[src/rtl/bus_seq_pkg.sv]
// Shared types and code constants for the bus sequencer.
package bus_seq_pkg;

    localparam int FIFO_DEPTH = 4;
    localparam int REQ_W      = 7;

    localparam logic [3:0] SRC_NONE = 4'b0000;
    localparam logic [3:0] SRC_LO_A = 4'b0001;
    localparam logic [3:0] SRC_HI_A = 4'b0011;
    localparam logic [3:0] SRC_LO_B = 4'b0101;
    localparam logic [3:0] SRC_HI_B = 4'b1011;

    localparam logic [2:0] DST_NONE = 3'b000;
    localparam logic [2:0] DST_R2   = 3'b010;
    localparam logic [2:0] DST_R3   = 3'b011;
    localparam logic [2:0] DST_SR   = 3'b110;

    typedef enum logic [2:0] {IDLE, SRC, DST, ACK, FIN} state_t;

    typedef struct packed {
        logic [3:0] src;
        logic [2:0] dst;
    } req_t;

    function automatic logic src_legal(input logic [3:0] s);
        return (s >= SRC_LO_A && s <= SRC_HI_A) || (s >= SRC_LO_B && s <= SRC_HI_B);
    endfunction

    function automatic logic dst_legal(input logic [2:0] d);
        return d inside {DST_NONE, DST_R2, DST_R3, DST_SR};
    endfunction

endpackage

[src/rtl/bus_seq_fifo.sv]
// Small request FIFO with occupancy count and full/empty flags.
module bus_seq_fifo #(
    parameter int WIDTH = 7,
    parameter int DEPTH = 4
) (
    input  logic                       clock,
    input  logic                       reset_n,
    input  logic                       push,
    input  logic [WIDTH-1:0]           din,
    input  logic                       pop,
    output logic [WIDTH-1:0]           dout,
    output logic [$clog2(DEPTH+1)-1:0] count,
    output logic                       full,
    output logic                       empty
);
    localparam int PW = (DEPTH > 1) ? $clog2(DEPTH) : 1;
    localparam int CW = $clog2(DEPTH+1);

    logic [WIDTH-1:0] mem [DEPTH];
    logic [PW-1:0]    wr_ptr, rd_ptr;

    function automatic logic [PW-1:0] ptr_next(input logic [PW-1:0] p);
        return (p == PW'(DEPTH-1)) ? '0 : p + 1'b1;
    endfunction

    always_ff @(posedge clock) begin
        if (push) mem[wr_ptr] <= din;
    end

    always_ff @(posedge clock or negedge reset_n) begin
        if (!reset_n) begin
            wr_ptr <= '0;
            rd_ptr <= '0;
            count  <= '0;
        end else begin
            if (push) wr_ptr <= ptr_next(wr_ptr);
            if (pop)  rd_ptr <= ptr_next(rd_ptr);
            case ({push, pop})
                2'b10:   count <= count + 1'b1;
                2'b01:   count <= count - 1'b1;
                default: count <= count;
            endcase
        end
    end

    assign dout  = mem[rd_ptr];
    assign full  = (count == CW'(DEPTH));
    assign empty = (count == '0);

endmodule

[src/rtl/bus_sequencer.sv]
// Bus transfer sequencer: SRC/DST phases, optional SR acknowledge.
// Define BUS_SEQ_FIFO_EN to queue requests in a FIFO instead of one holding register.
module bus_sequencer
    import bus_seq_pkg::*;
(
    input  logic       clock,
    input  logic       reset_n,
    input  logic       req_valid,
    input  logic [3:0] req_src,
    input  logic [2:0] req_dst,
    output logic       req_ready,
    output logic [3:0] select_source,
    output logic [2:0] select_destination,
    input  logic       sr_en,
    output logic       busy,
    output logic       done,
    output logic       err
);
    state_t     state;
    req_t       req_in, head;
    logic [2:0] cur_dst;
    logic       push, pop, q_empty, q_nonempty;

    assign req_in = '{src: req_src, dst: req_dst};
    assign push   = req_valid && req_ready;
    assign pop    = (state == IDLE) && !q_empty;
    assign busy   = (state != IDLE) || q_nonempty;

`ifdef BUS_SEQ_FIFO_EN
    logic                            q_full;
    logic [$clog2(FIFO_DEPTH+1)-1:0] q_count;

    bus_seq_fifo #(.WIDTH(REQ_W), .DEPTH(FIFO_DEPTH)) u_fifo (
        .clock   (clock),
        .reset_n (reset_n),
        .push    (push),
        .din     (req_in),
        .pop     (pop),
        .dout    (head),
        .count   (q_count),
        .full    (q_full),
        .empty   (q_empty)
    );

    assign req_ready  = reset_n && !q_full;
    assign q_nonempty = (q_count != '0);
`else
    req_t hold_q;
    logic hold_vld;

    // Only one request in flight: accept strictly while idle and empty.
    assign req_ready  = reset_n && (state == IDLE) && !hold_vld;
    assign head       = hold_q;
    assign q_empty    = !hold_vld;
    assign q_nonempty = hold_vld;

    always_ff @(posedge clock or negedge reset_n) begin
        if (!reset_n) begin
            hold_vld <= 1'b0;
            hold_q   <= '0;
        end else if (push) begin
            hold_vld <= 1'b1;
            hold_q   <= req_in;
        end else if (pop) begin
            hold_vld <= 1'b0;
        end
    end
`endif

    // Outputs are registered for the state being entered.
    always_ff @(posedge clock or negedge reset_n) begin
        if (!reset_n) begin
            state              <= IDLE;
            cur_dst            <= DST_NONE;
            select_source      <= SRC_NONE;
            select_destination <= DST_NONE;
            done               <= 1'b0;
            err                <= 1'b0;
        end else begin
            done               <= 1'b0;
            err                <= 1'b0;
            select_source      <= SRC_NONE;
            select_destination <= DST_NONE;
            case (state)
                IDLE: if (pop) begin
                    if (src_legal(head.src) && dst_legal(head.dst)) begin
                        state         <= SRC;
                        cur_dst       <= head.dst;
                        select_source <= head.src;
                    end else begin
                        err <= 1'b1;
                    end
                end
                SRC: begin
                    state              <= DST;
                    select_destination <= cur_dst;
                end
                DST: begin
                    if (cur_dst == DST_SR) begin
                        state <= ACK;
                    end else begin
                        state <= FIN;
                        done  <= 1'b1;
                    end
                end
                ACK: begin
                    if (sr_en) begin
                        state <= FIN;
                        done  <= 1'b1;
                    end else begin
                        state <= IDLE;
                        err   <= 1'b1;
                    end
                end
                FIN:     state <= IDLE;
                default: state <= IDLE;
            endcase
        end
    end

endmodule

[config.mk]
export PLATFORM = sky130hd
export DESIGN_NAME = bus_sequencer
export DESIGN_NICKNAME = d
export VERILOG_FILES = /design/src/rtl/bus_seq_pkg.sv /design/src/rtl/bus_seq_fifo.sv /design/src/rtl/bus_sequencer.sv
export SDC_FILE = /design/constraint.sdc
export NUM_CORES = 1
export LEC_CHECK = 0
export CORE_MARGIN = 4
export CORE_UTILIZATION = 47
export DETAILED_ROUTE_END_ITERATION = 12
export PLACE_DENSITY = 0.81
export SETUP_SLACK_MARGIN = 0.5
export SYNTH_ARGS = -nofsm -noshare
export SYNTH_HDL_FRONTEND = slang
export SYNTH_HIERARCHICAL = 1
export SYNTH_SLANG_ARGS = --single-unit
[constraint.sdc]
create_clock -name clock -period 1.7 [get_ports clock]
set_input_delay 0.255 -clock clock [delete_from_list [all_inputs] [get_ports clock]]
set_output_delay 0.255 -clock clock [all_outputs]
set_load 0.05 [all_outputs]
==> impl_metrics.json <==
{
  "place_congestion": 0.712,
  "critPathArrivalTime_ns": 1.35,
  "grt_pass1_vias": 634,
  "ys_seq_elements": 23,
  "final.setup.tns_ns": 0,
  "status": "complete, no violations",
  "die_h_um": 53.1,
  "fmax_mhz": 624,
  "path_max_fanout": 2,
  "clockRootBuffer": "clkbuf_4",
  "firstDrtPassIters": 3,
  "cts_tree": "yes",
  "peakVddDrop_mv": 1.79,
  "vias_per_cell": 4.86,
  "synthDistinctLibCells": 21,
  "ys_seq_area_share_pct": 60.2,
  "overflow": 0,
  "hold_viol": 0,
  "cts_max_level": 1,
  "grt_pass1_wl_um": 2680,
  "worst_pin_slew_ns": 0.458,
  "layout_commonest_cell": "dfrtp_1",
  "wire_per_inst_um": 13.3,
  "syn_nets": 75,
  "max-cap-violations": 0,
  "dp_cells": 111,
  "rsz0062_at_grt": "true",
  "finish.instance_area_mm2": 0.00125,
  "setup.worst_path.class": "reg -> out",
  "slew_violations": 0,
  "groute.usage.overall_pct": 13.5,
  "numPortBuffers": 21,
  "antenna_found_initial": 0,
  "start_kind": "flip-flop",
  "path_cells": "nor3_4, and3_4, buf_12",
  "finalClockSkew_ns": 0.00178,
  "cp_top_family": "simple AND/OR/NAND/NOR gates",
  "remaining_drc_errors": 0,
  "ioPinCount": 22,
  "cpMaxStageDelayCell": "dfrtp_1",
  "hold_class": "in -> async",
  "p_per_area_mw_per_mm2": 1970,
  "synth_area_leader_cell": "dfrtp_1",
  "end_kind": "primary output",
  "p_leak_nw": 0.602,
  "placed_area_mm2": 0.00118,
  "synth_top_cell_area_share_pct": 60.2,
  "finalSetupViolations": 0,
  "relSlewSlack_pct": 69.1,
  "yosys-top-cells-area": "dfrtp_1, mux2_4, and2_1",
  "die_w_um": 53.1,
  "n_antenna_cell": 0,
  "fill_cells": 172,
  "cts.path.max_buffers": 2,
  "hold_buffers": 0,
  "cts.sinks": 23,
  "cts_inserted_buffers": 3,
  "area_growth_pct": 30.6,
  "synth.avg_cell_area_um2": 14.9,
  "min_period_ns": 1.60,
  "route.vias.total": 574,
  "drive_above_1_share_pct": 40.7,
  "wl_um": 1570,
  "synth_area_um2": 956,
  "hpwl_um": 1200,
  "core_area_mm2": 0.00194,
  "initial_utilization_pct": 49.2,
  "final_cell_mix": "dfrtp_1, buf_4, mux2_4, clkdlybuf4s50_1, and2_1",
  "crit_required_ns": 1.44,
  "crit_buf_inv": 1,
  "nets": 103,
  "first_iter_violations": 5,
  "syn_inst": 64,
  "insertion_delay_ns": 0.30,
  "antenna_left": 0,
  "ys_warn_count": 6,
  "grt_max_degree": 24,
  "period_share_pct": 94.3,
  "stdcell_count": 118,
  "placementRows": 16,
  "die-area_mm2": 0.00282,
  "clkTransAtPathRegs_ns": 0.12,
  "cp_slowest_stage_delay_ns": 0.44
}
-- flip-flops by register name, summed over array words and instances, names as in the netlist --
name and flops:
cur_dst 3, done 1, err 1, head 7, hold_vld 1, select_destination 3, select_source 4, state 3
-- cells in the mapped netlist --
library cell	number
dfrtp_1	23
mux2_4	10
and2_1	7
nor3_1	3
inv_1	2
nand2_1	2
nand2b_1	2
o21bai_1	2
a22oi_1	1
and2_4	1
and3_4	1
buf_12	1
buf_6	1
nand3b_1	1
nor2_1	1
nor2b_1	1
nor3_4	1
nor4bb_1	1
o311a_1	1
o32ai_1	1
or2b_1	1
-- where the power goes --
group          switching, mW  internal (mW)
Sequential             0.163          0.753
Combinational          0.645          0.652
Clock                  0.155         0.0876
Total                  0.963           1.49
-- layer usage --
layer	up-vias	track usage (%)	part of all wire, %
li1	277	-	-
met1	281	15.3	39
met2	14	22.9	53
met3	2	3.38	6.8
met4	0	7.66	0.83
met5	-	0	0
-- timing repair --
action | in CTS | in global routing
resized for setup | 2 | 3
endpoints found under the setup margin | 19 | 25
cloned | 0 | 0
pin swaps | 3 | 0
setup buffers | 3 | 0
-- worst reg2reg max path, stage by stage, from the launching register on --
cell and delay (ns):
dfrtp_1 0.44, nor3_4 0.24, buf_4 0.16, nand2_1 0.11, nor2b_4 0.22, mux2_4 0.32
-- layout make-up --
cell class              instances  area (µm²)  share of cell area, %
clock inverters                 1        5.00                  0.401
flip-flops and latches         23         576                   46.1
inverters                       2        7.51                  0.601
multi-input cells              37         372                   29.8
well taps                      27        33.8                   2.71
clock buffers                   3        22.5                   1.80
repair buffers                 25         233                   18.6
-- per-stage QoR --
step / power [mW] / util (%) / hold WS [ns] / setup slack [ns]
finish: 2.46 / 64.3 / 0.367 / 0.0968
global route: 2.59 / 64.3 / 0.386 / 0.0603
detailed placement: 2.10 / 60.6 / 0.493 / 0.0404
global placement: 2.07 / 60.6 / 0.490 / 0.0681
CTS: 2.45 / 63.5 / 0.375 / 0.112
floorplan: 1.81 / - / -0.0406 / 0.0633
-- cell families (layout without fill, tap and decap cells) --
group | count (synthesis) | count (layout) | share of synthesized area (%)
buffers and inverters | 4 | 31 | 4.06
flip-flops | 23 | 23 | 60.2
multiplexers | 10 | 10 | 15.7
AND/OR/NAND/NOR | 22 | 22 | 15.7
AO/OA/AOI/OAI | 5 | 5 | 4.32
-- path summary, 6_finish.rpt --
kind	slack [ns]	to	from	cells past startpoint
hold reg to reg	0.52	select_destination[1]$_DFF_PN0_	cur_dst[1]$_DFFE_PN0P_	1
setup / recovery	0.1	req_ready	state[1]$_DFFE_PN0P_	3
setup reg to reg	0.12	cur_dst[2]$_DFFE_PN0P_	state[1]$_DFFE_PN0P_	5
min in group clock	0.52	select_destination[1]$_DFF_PN0_	cur_dst[1]$_DFFE_PN0P_	1
max in group asynchronous	1.12	head[3]$_DFFE_PN0P_	reset_n	2
hold / removal	0.37	done$_DFF_PN0_	reset_n	2
(Power assumes the default switching activity.)
